--- src/rtl/mem_arb_pkg.sv ---
// Shared types and defaults for the instruction/data memory arbiter.
package mem_arb_pkg;

    localparam int unsigned DEF_AW = 32;
    localparam int unsigned DEF_DW = 32;

    typedef enum logic [1:0] {
        IDLE,
        ACCESS,
        RESP
    } state_e;

    typedef enum logic {
        OWN_IF,
        OWN_DM
    } owner_e;

endpackage

--- src/rtl/mem_arb_prio.sv ---
// Winner select between fetch and data requesters.
// Optional fetch starvation guard enabled by MEM_ARBITER_STARVE_GUARD_EN:
// after MAX_STREAK data grants issued while fetch waits, fetch wins once.
module mem_arb_prio
    import mem_arb_pkg::*;
#(
    parameter int unsigned MAX_STREAK = 4
) (
    input  logic clk,
    input  logic reset,
    input  logic grant_en,
    input  logic if_req,
    input  logic dm_req,
    output logic if_win,
    output logic dm_win
);

`ifdef MEM_ARBITER_STARVE_GUARD_EN
    localparam int unsigned SW = $clog2(MAX_STREAK + 1);
    localparam logic [SW-1:0] STREAK_MAX = SW'(MAX_STREAK);

    logic [SW-1:0] streak_q, streak_d;
    logic          fetch_turn;

    // Data wins unless fetch has waited through a full streak of data grants.
    always_comb begin
        fetch_turn = (streak_q == STREAK_MAX);
        dm_win     = grant_en && dm_req && !(if_req && fetch_turn);
        if_win     = grant_en && if_req && !dm_win;
        streak_d   = streak_q;
        if (if_win) begin
            streak_d = '0;
        end else if (dm_win) begin
            streak_d = if_req ? streak_q + SW'(1) : '0;
        end
    end

    // Streak counter register.
    always_ff @(posedge clk or posedge reset) begin
        if (reset) begin
            streak_q <= '0;
        end else begin
            streak_q <= streak_d;
        end
    end
`else
    logic unused_prio;
    assign unused_prio = &{1'b0, clk, reset, MAX_STREAK[0]};

    // Strict data-over-fetch priority.
    always_comb begin
        dm_win = grant_en && dm_req;
        if_win = grant_en && if_req && !dm_req;
    end
`endif

endmodule

--- src/rtl/mem_arbiter.sv ---
// Two-requester (fetch / data) arbiter onto a single memory port.
// One access in flight: grant (IDLE) -> mem_en (ACCESS) -> wait MEM_LAT (RESP).
// Optional fetch starvation guard: MEM_ARBITER_STARVE_GUARD_EN.
module mem_arbiter
    import mem_arb_pkg::*;
#(
    parameter int unsigned AW         = DEF_AW,
    parameter int unsigned DW         = DEF_DW,
    parameter int unsigned MEM_LAT    = 1,
    parameter int unsigned MAX_STREAK = 4
) (
    input  logic          clk,
    input  logic          reset,
    input  logic          if_req,
    input  logic [AW-1:0] if_addr,
    output logic          if_gnt,
    output logic          if_rvalid,
    output logic [DW-1:0] if_rdata,
    input  logic          dm_req,
    input  logic          dm_we,
    input  logic [AW-1:0] dm_addr,
    input  logic [DW-1:0] dm_wdata,
    output logic          dm_gnt,
    output logic          dm_rvalid,
    output logic [DW-1:0] dm_rdata,
    output logic          mem_en,
    output logic          mem_we,
    output logic [AW-1:0] mem_addr,
    output logic [DW-1:0] mem_wdata,
    input  logic [DW-1:0] mem_rdata
);

    localparam int unsigned CW = $clog2(MEM_LAT + 1);
    localparam logic [CW-1:0] LAT_INIT = CW'(MEM_LAT);

    state_e        state_q, state_d;
    owner_e        owner_q, owner_d;
    logic [AW-1:0] addr_q, addr_d;
    logic          we_q, we_d;
    logic [DW-1:0] wdata_q, wdata_d;
    logic [CW-1:0] cnt_q, cnt_d;
    logic [DW-1:0] if_rdata_q, if_rdata_d;
    logic [DW-1:0] dm_rdata_q, dm_rdata_d;
    logic          if_win, dm_win;
    logic          rsp_valid;
    logic [DW-1:0] rsp_data;

    // Grants are suppressed while reset is held so they read 0 immediately.
    mem_arb_prio #(
        .MAX_STREAK(MAX_STREAK)
    ) u_prio (
        .clk      (clk),
        .reset    (reset),
        .grant_en ((state_q == IDLE) && !reset),
        .if_req   (if_req),
        .dm_req   (dm_req),
        .if_win   (if_win),
        .dm_win   (dm_win)
    );

    // Next-state, request latching and response outputs.
    always_comb begin
        state_d   = state_q;
        owner_d   = owner_q;
        addr_d    = addr_q;
        we_d      = we_q;
        wdata_d   = wdata_q;
        cnt_d     = cnt_q;
        rsp_valid = 1'b0;
        mem_en    = 1'b0;
        case (state_q)
            IDLE: begin
                if (dm_win) begin
                    owner_d = OWN_DM;
                    addr_d  = dm_addr;
                    we_d    = dm_we;
                    wdata_d = dm_wdata;
                    state_d = ACCESS;
                end else if (if_win) begin
                    owner_d = OWN_IF;
                    addr_d  = if_addr;
                    we_d    = 1'b0;
                    wdata_d = '0;
                    state_d = ACCESS;
                end
            end
            ACCESS: begin
                mem_en  = 1'b1;
                cnt_d   = LAT_INIT;
                state_d = RESP;
            end
            RESP: begin
                if (cnt_q == CW'(1)) begin
                    rsp_valid = 1'b1;
                    cnt_d     = '0;
                    state_d   = IDLE;
                end else begin
                    cnt_d = cnt_q - CW'(1);
                end
            end
            default: state_d = IDLE;
        endcase

        if_gnt     = if_win;
        dm_gnt     = dm_win;
        mem_we     = mem_en && we_q;
        mem_addr   = addr_q;
        mem_wdata  = wdata_q;
        rsp_data   = we_q ? '0 : mem_rdata;
        if_rvalid  = rsp_valid && (owner_q == OWN_IF);
        dm_rvalid  = rsp_valid && (owner_q == OWN_DM);
        // rdata passes memory data through on the pulse and holds it afterwards.
        if_rdata_d = if_rvalid ? rsp_data : if_rdata_q;
        dm_rdata_d = dm_rvalid ? rsp_data : dm_rdata_q;
        if_rdata   = if_rdata_d;
        dm_rdata   = dm_rdata_d;
    end

    // State, latched request and held read data registers.
    always_ff @(posedge clk or posedge reset) begin
        if (reset) begin
            state_q    <= IDLE;
            owner_q    <= OWN_IF;
            addr_q     <= '0;
            we_q       <= 1'b0;
            wdata_q    <= '0;
            cnt_q      <= '0;
            if_rdata_q <= '0;
            dm_rdata_q <= '0;
        end else begin
            state_q    <= state_d;
            owner_q    <= owner_d;
            addr_q     <= addr_d;
            we_q       <= we_d;
            wdata_q    <= wdata_d;
            cnt_q      <= cnt_d;
            if_rdata_q <= if_rdata_d;
            dm_rdata_q <= dm_rdata_d;
        end
    end

endmodule

--- config.mk ---
export PLATFORM = sky130hd
export DESIGN_NAME = mem_arbiter
export DESIGN_NICKNAME = d
export VERILOG_FILES = /design/src/rtl/mem_arb_pkg.sv /design/src/rtl/mem_arb_prio.sv /design/src/rtl/mem_arbiter.sv
export SDC_FILE = /design/constraint.sdc
export NUM_CORES = 1
export LEC_CHECK = 0
export CAP_MARGIN = 20
export CORE_MARGIN = 5
export CORE_UTILIZATION = 41
export DETAILED_ROUTE_END_ITERATION = 8
export HOLD_SLACK_MARGIN = 0.12
export PLACE_DENSITY = 0.78
export SLEW_MARGIN = 20
export SYNTH_ARGS = -nofsm -noshare
export SYNTH_HDL_FRONTEND = slang
export SYNTH_HIERARCHICAL = 1
export SYNTH_SLANG_ARGS = --single-unit
export TNS_END_PERCENT = 1
--- constraint.sdc ---
create_clock -name clk -period 6 [get_ports clk]
set_input_delay 1.2 -clock clk [delete_from_list [all_inputs] [get_ports clk]]
set_output_delay 1.2 -clock clk [all_outputs]
set_load 0.1 [all_outputs]
* Word level (Yosys, flattened, before mapping)
Cells that the tools add are included.
Word-level totals: input port bits 133, output and inout port bits 134, flip-flop bits (word level) 133, word-level logic and storage cells 47
Operators by class: reductions and logical operators 14, add/subtract/negate cells 1, bitwise logic cells 1, equality and inequality tests 4, muxes and demuxes 19
Operator list (number):
- $mux 32 | 7
- $logic_and 1x1->1 | 7
- $mux 1 | 7
- $mux 2 | 3
- $pmux 2 s3 | 1
- $reduce_and 2->1 | 2
- $reduce_bool 2->1 | 2
- $ne 3x3->1 const B | 1
- $eq 2x1->1 const B | 1
- $eq 2x2->1 const B | 1
- $logic_not 1->1 | 2
- $logic_not 2->1 | 1
- $ne 2x2->1 const B | 1
- $pmux 1 s2 | 1
- $not 1->1 | 1
- $sub 1x1->1 const B | 1

* Depth between registers and ports, before layout
depth in word-level cells 7, gate-level depth with buffers 11, mapped depth without buffers 7

* Cells and area by module
The synthesis kept the hierarchy.
By module, submodules not included:
- mem_arbiter | seq. area each 3328.2 sq um, cells an instance 551, instances 1, area each 5484.0 sq um
- mem_arb_prio | seq. area each 0.0 sq um, cells an instance 2, instances 1, area each 16.3 sq um

* Worst setup path before layout
No wires, ideal clock.
path kind input to output, start input mem_rdata[0], end output if_rdata[0], slack 1388 ps, path buffers 0, data required time 4800 ps, stages on the path 2, data arrival time 3412 ps, cells stage by stage nand2b_1 -> o21ai_0
On the way: cells in the longest elaborated chain, start to end 2
RTL lines:
- from (decl) | RTL line mem_arbiter.sv:30 | input logic [DW-1:0] mem_rdata
- $mux 32 | RTL line mem_arbiter.sv:109 | rsp_data = we_q ? '0 : mem_rdata;
- $mux 32 | RTL line mem_arbiter.sv:113 | if_rdata_d = if_rvalid ? rsp_data : if_rdata_q;
- to (decl) | RTL line mem_arbiter.sv:18 | output logic [DW-1:0] if_rdata,
Every way passes these cells.

* Worst setup path in the final report
start input reset, end output if_gnt
On the way: cells in the longest elaborated chain, start to end 4
RTL lines:
- from (decl) | RTL line mem_arbiter.sv:13 | input logic reset,
- $logic_not 1->1 (no line)
- $logic_and 1x1->1 | RTL line mem_arbiter.sv:54 | .grant_en ((state_q == IDLE) && !reset),
- $logic_and 1x1->1 (2 in series) | RTL line mem_arb_prio.sv:53 | if_win = grant_en && if_req && !dm_req;
- to (decl) | RTL line mem_arbiter.sv:16 | output logic if_gnt,
Every way passes these cells.

==> flow_summary.yaml <==
clock_network:
  max-clock-path-buffers: 2
  holdBufCountCts: 0
  cts_buffers: 17
  clock-sinks: 133
  h-tree-depth: 4
  root_buffer: "clkbuf_16"
  cts_tree: "done"
  clk_latency_ns: 0.41
  cts_setup_buffers: 0
  ctsResizeCount: 0
  clkTransAtPathRegs_ns: 0.05
sta:
  rsz0062_at_grt: "no"
  max_freq_ghz: 0.221
  clock_skew_ns: 0.00788
  min_period_ns: 4.52
  worst_pin_slew_ns: 1.06
  slew_headroom: 0.293
  fin_setup_tns_ns: 0
  finalSetupViolCount: 0
  hold_viol_final: 0
  fin_crit_sh: 0.753
  drv_slew: 0
yosys:
  syn_avg_cell_area_sq_um: 9.95
  synth-seq-cells: 133
  synth_area_sq_um: 5500
  synth_fp_nets: 690
  synthCells: 553
  seq_area_frac_synth: 0.605
  synth.distinct_cells: 25
  yosysWarnings: 6
placed_design:
  portBuffers: 266
  dp_hpwl_microns: 12100
  gp_congestion: 0.851
global_routing:
  first_global_vias: 5150
  grt_usage: 0.209
  grt_max_degree: 78
  overflow: 0
  grt_pass1_wl_microns: 26100
  antenna_found_initial: 0
worst_setup_path:
  reg2reg_depth: 8
  path_buf_inv: 2
  critPathArrivalTime_ns: 3.32
  crit_chain: "clkdlybuf4s50_1, nor2b_1, and3b_1, clkdlybuf4s50_1"
  end_kind: "output port"
  cp.required_ns: 4.80
  crit_path_max_incr_delay_ns: 1.21
  crit_top_cell: "clkdlybuf4s50_1"
  worstSetupPathType: "input port to output port"
  start_kind: "input port"
  cp_slowest_cell: "clkdlybuf4s50_1"
  crit_fanout: 3
  cp_num_cells: 4
  crit_family: "buffers and inverters"
drt:
  wl_microns: 16400
  post-route-drc-count: 0
  routedWlPerCell_microns: 16.6
  antenna_left: 0
  num_vias: 4785
  drtPass1Iterations: 4
  drtIter0Drc: 264
  vias_per_cell: 4.83
run_status:
  status: "complete, no violations"
worst_hold_path:
  min_path_cells: 2
  hold_path.class: "flip-flop to flip-flop"
die:
  boundaryPins: 267
  chipHeight_microns: 126
  core_area_sq_um: 13200
  start_util: 0.417
  rows: 42
  dieArea_sq_um: 15800
  die_w_microns: 126
final_layout:
  multi_input_area_sq_um: 1950
  drive_gt1_frac: 0.0479
  diodes: 0
  fillCellCount: 1037
  syn2layout_area_growth_pct: 59.1
  nets: 943
  regArea_sq_um: 3330
run:
  drv_cap: 0
cells in the mapped netlist:
cell type  number  area share
a21oi_1         1     0.00091
nor2_1          1     0.00068
nand2b_1       32       0.036
o21a_1          1      0.0014
buf_4           3      0.0041
buf_6           3      0.0061
clkbuf_2        2      0.0018
o21ai_4         1      0.0030
mux2_2          2      0.0041
buf_1           2      0.0014
and2_2          1      0.0014
clkbuf_4        2      0.0027
o21ai_0        96       0.087
nor2b_1         2      0.0023
nand3_1        35       0.032
and3b_1         1      0.0016
buf_2          16       0.015
nand3b_1        1      0.0014
and2_1          1      0.0011
dfrtp_1       133        0.61
inv_1           5      0.0034
nand2_1       165        0.11
ha_1            4      0.0091
clkbuf_1       11      0.0075
mux2i_1        32       0.058
placed cells by master, fill, tap and decap left out, types with 2 or more instances in the layout:
master             n
dfrtp_1          133
clkdlybuf4s50_1  265
nand2b_1          32
o21ai_0           96
mux2i_1           32
clkinv_2           6
mux2_2             2
nand3_1           34
nand2_1          165
inv_1              4
clkbuf_1           3
nor2b_1            2
buf_4              7
ha_1               4
clkbuf_16         17
layer usage:
metal,GRT usage,part of all wire
met5,0,0
met4,0.0953,0.031
met3,0.0864,0.096
met2,0.361,0.50
met1,0.222,0.37
worst reg2reg max path, cell delays in order (launching register included):
cell and delay [ns]:
dfrtp_1 0.36, inv_1 0.08, ha_1 0.23, nor2b_1 0.15, and2_2 0.22, buf_4 0.39
o21ai_4 0.65, buf_12 0.35, o21ai_0 0.21
kinds of logic (layout without fill, tap and decap cells):
logic type,after synthesis,in the layout,synth area share
compound gates,99,99,0.0926
mux,34,34,0.0623
fa+ha+maj,4,4,0.00910
flops,133,133,0.605
buf+inv,44,306,0.0416
simple gates,239,239,0.189
metrics by stage:
stage | util | instance area (sq um) | hold WS, ns | worst slack, ns | std cells
after floorplan | - | 5500 | 0.460 | 1.25 | 553
after global placement | 0.625 | 8240 | 0.450 | 1.53 | 963
after detailed placement | 0.625 | 8240 | 0.456 | 1.49 | 963
after CTS | 0.664 | 8750 | 0.467 | 1.48 | 991
after global routing | 0.664 | 8750 | 0.489 | 1.41 | 991
final | 0.664 | 8750 | 0.465 | 1.48 | 991
area by class of cell:
class,count,share of cell area
Multi-Input combinational cell,376,0.223
Sequential cell,133,0.380
Clock inverter,7,0.00686
Timing Repair Buffer,273,0.311
Clock buffer,21,0.0515
Inverter,5,0.00243
Tap cell,176,0.0252
path summary, 6_finish.rpt:
check	start	endpoint	slack [ns]
min	mem_wdata[11]$_DFFE_PP0P_	mem_wdata[11]$_DFFE_PP0P_	0.46
min reg2reg	mem_wdata[11]$_DFFE_PP0P_	mem_wdata[11]$_DFFE_PP0P_	0.46
max	reset	if_gnt	1.48
max in group asynchronous	reset	if_rdata_q[4]$_DFF_PP0_	3.92
max reg2reg	state_q[0]$_DFFE_PP0P_	mem_addr[19]$_DFFE_PP0P_	3.23
min in group asynchronous	reset	mem_wdata[8]$_DFFE_PP0P_	1.07
flip-flops by register name, summed over array words and instances, names as in the netlist:
name	flops
cnt_q	1
dm_rdata_q	32
if_rdata_q	32
mem_addr	32
mem_wdata	32
owner_q	1
state_q	2
we_q	1
Power is not shown: default switching activity piles up to over one toggle a cycle in this logic, so the estimate is an artifact.
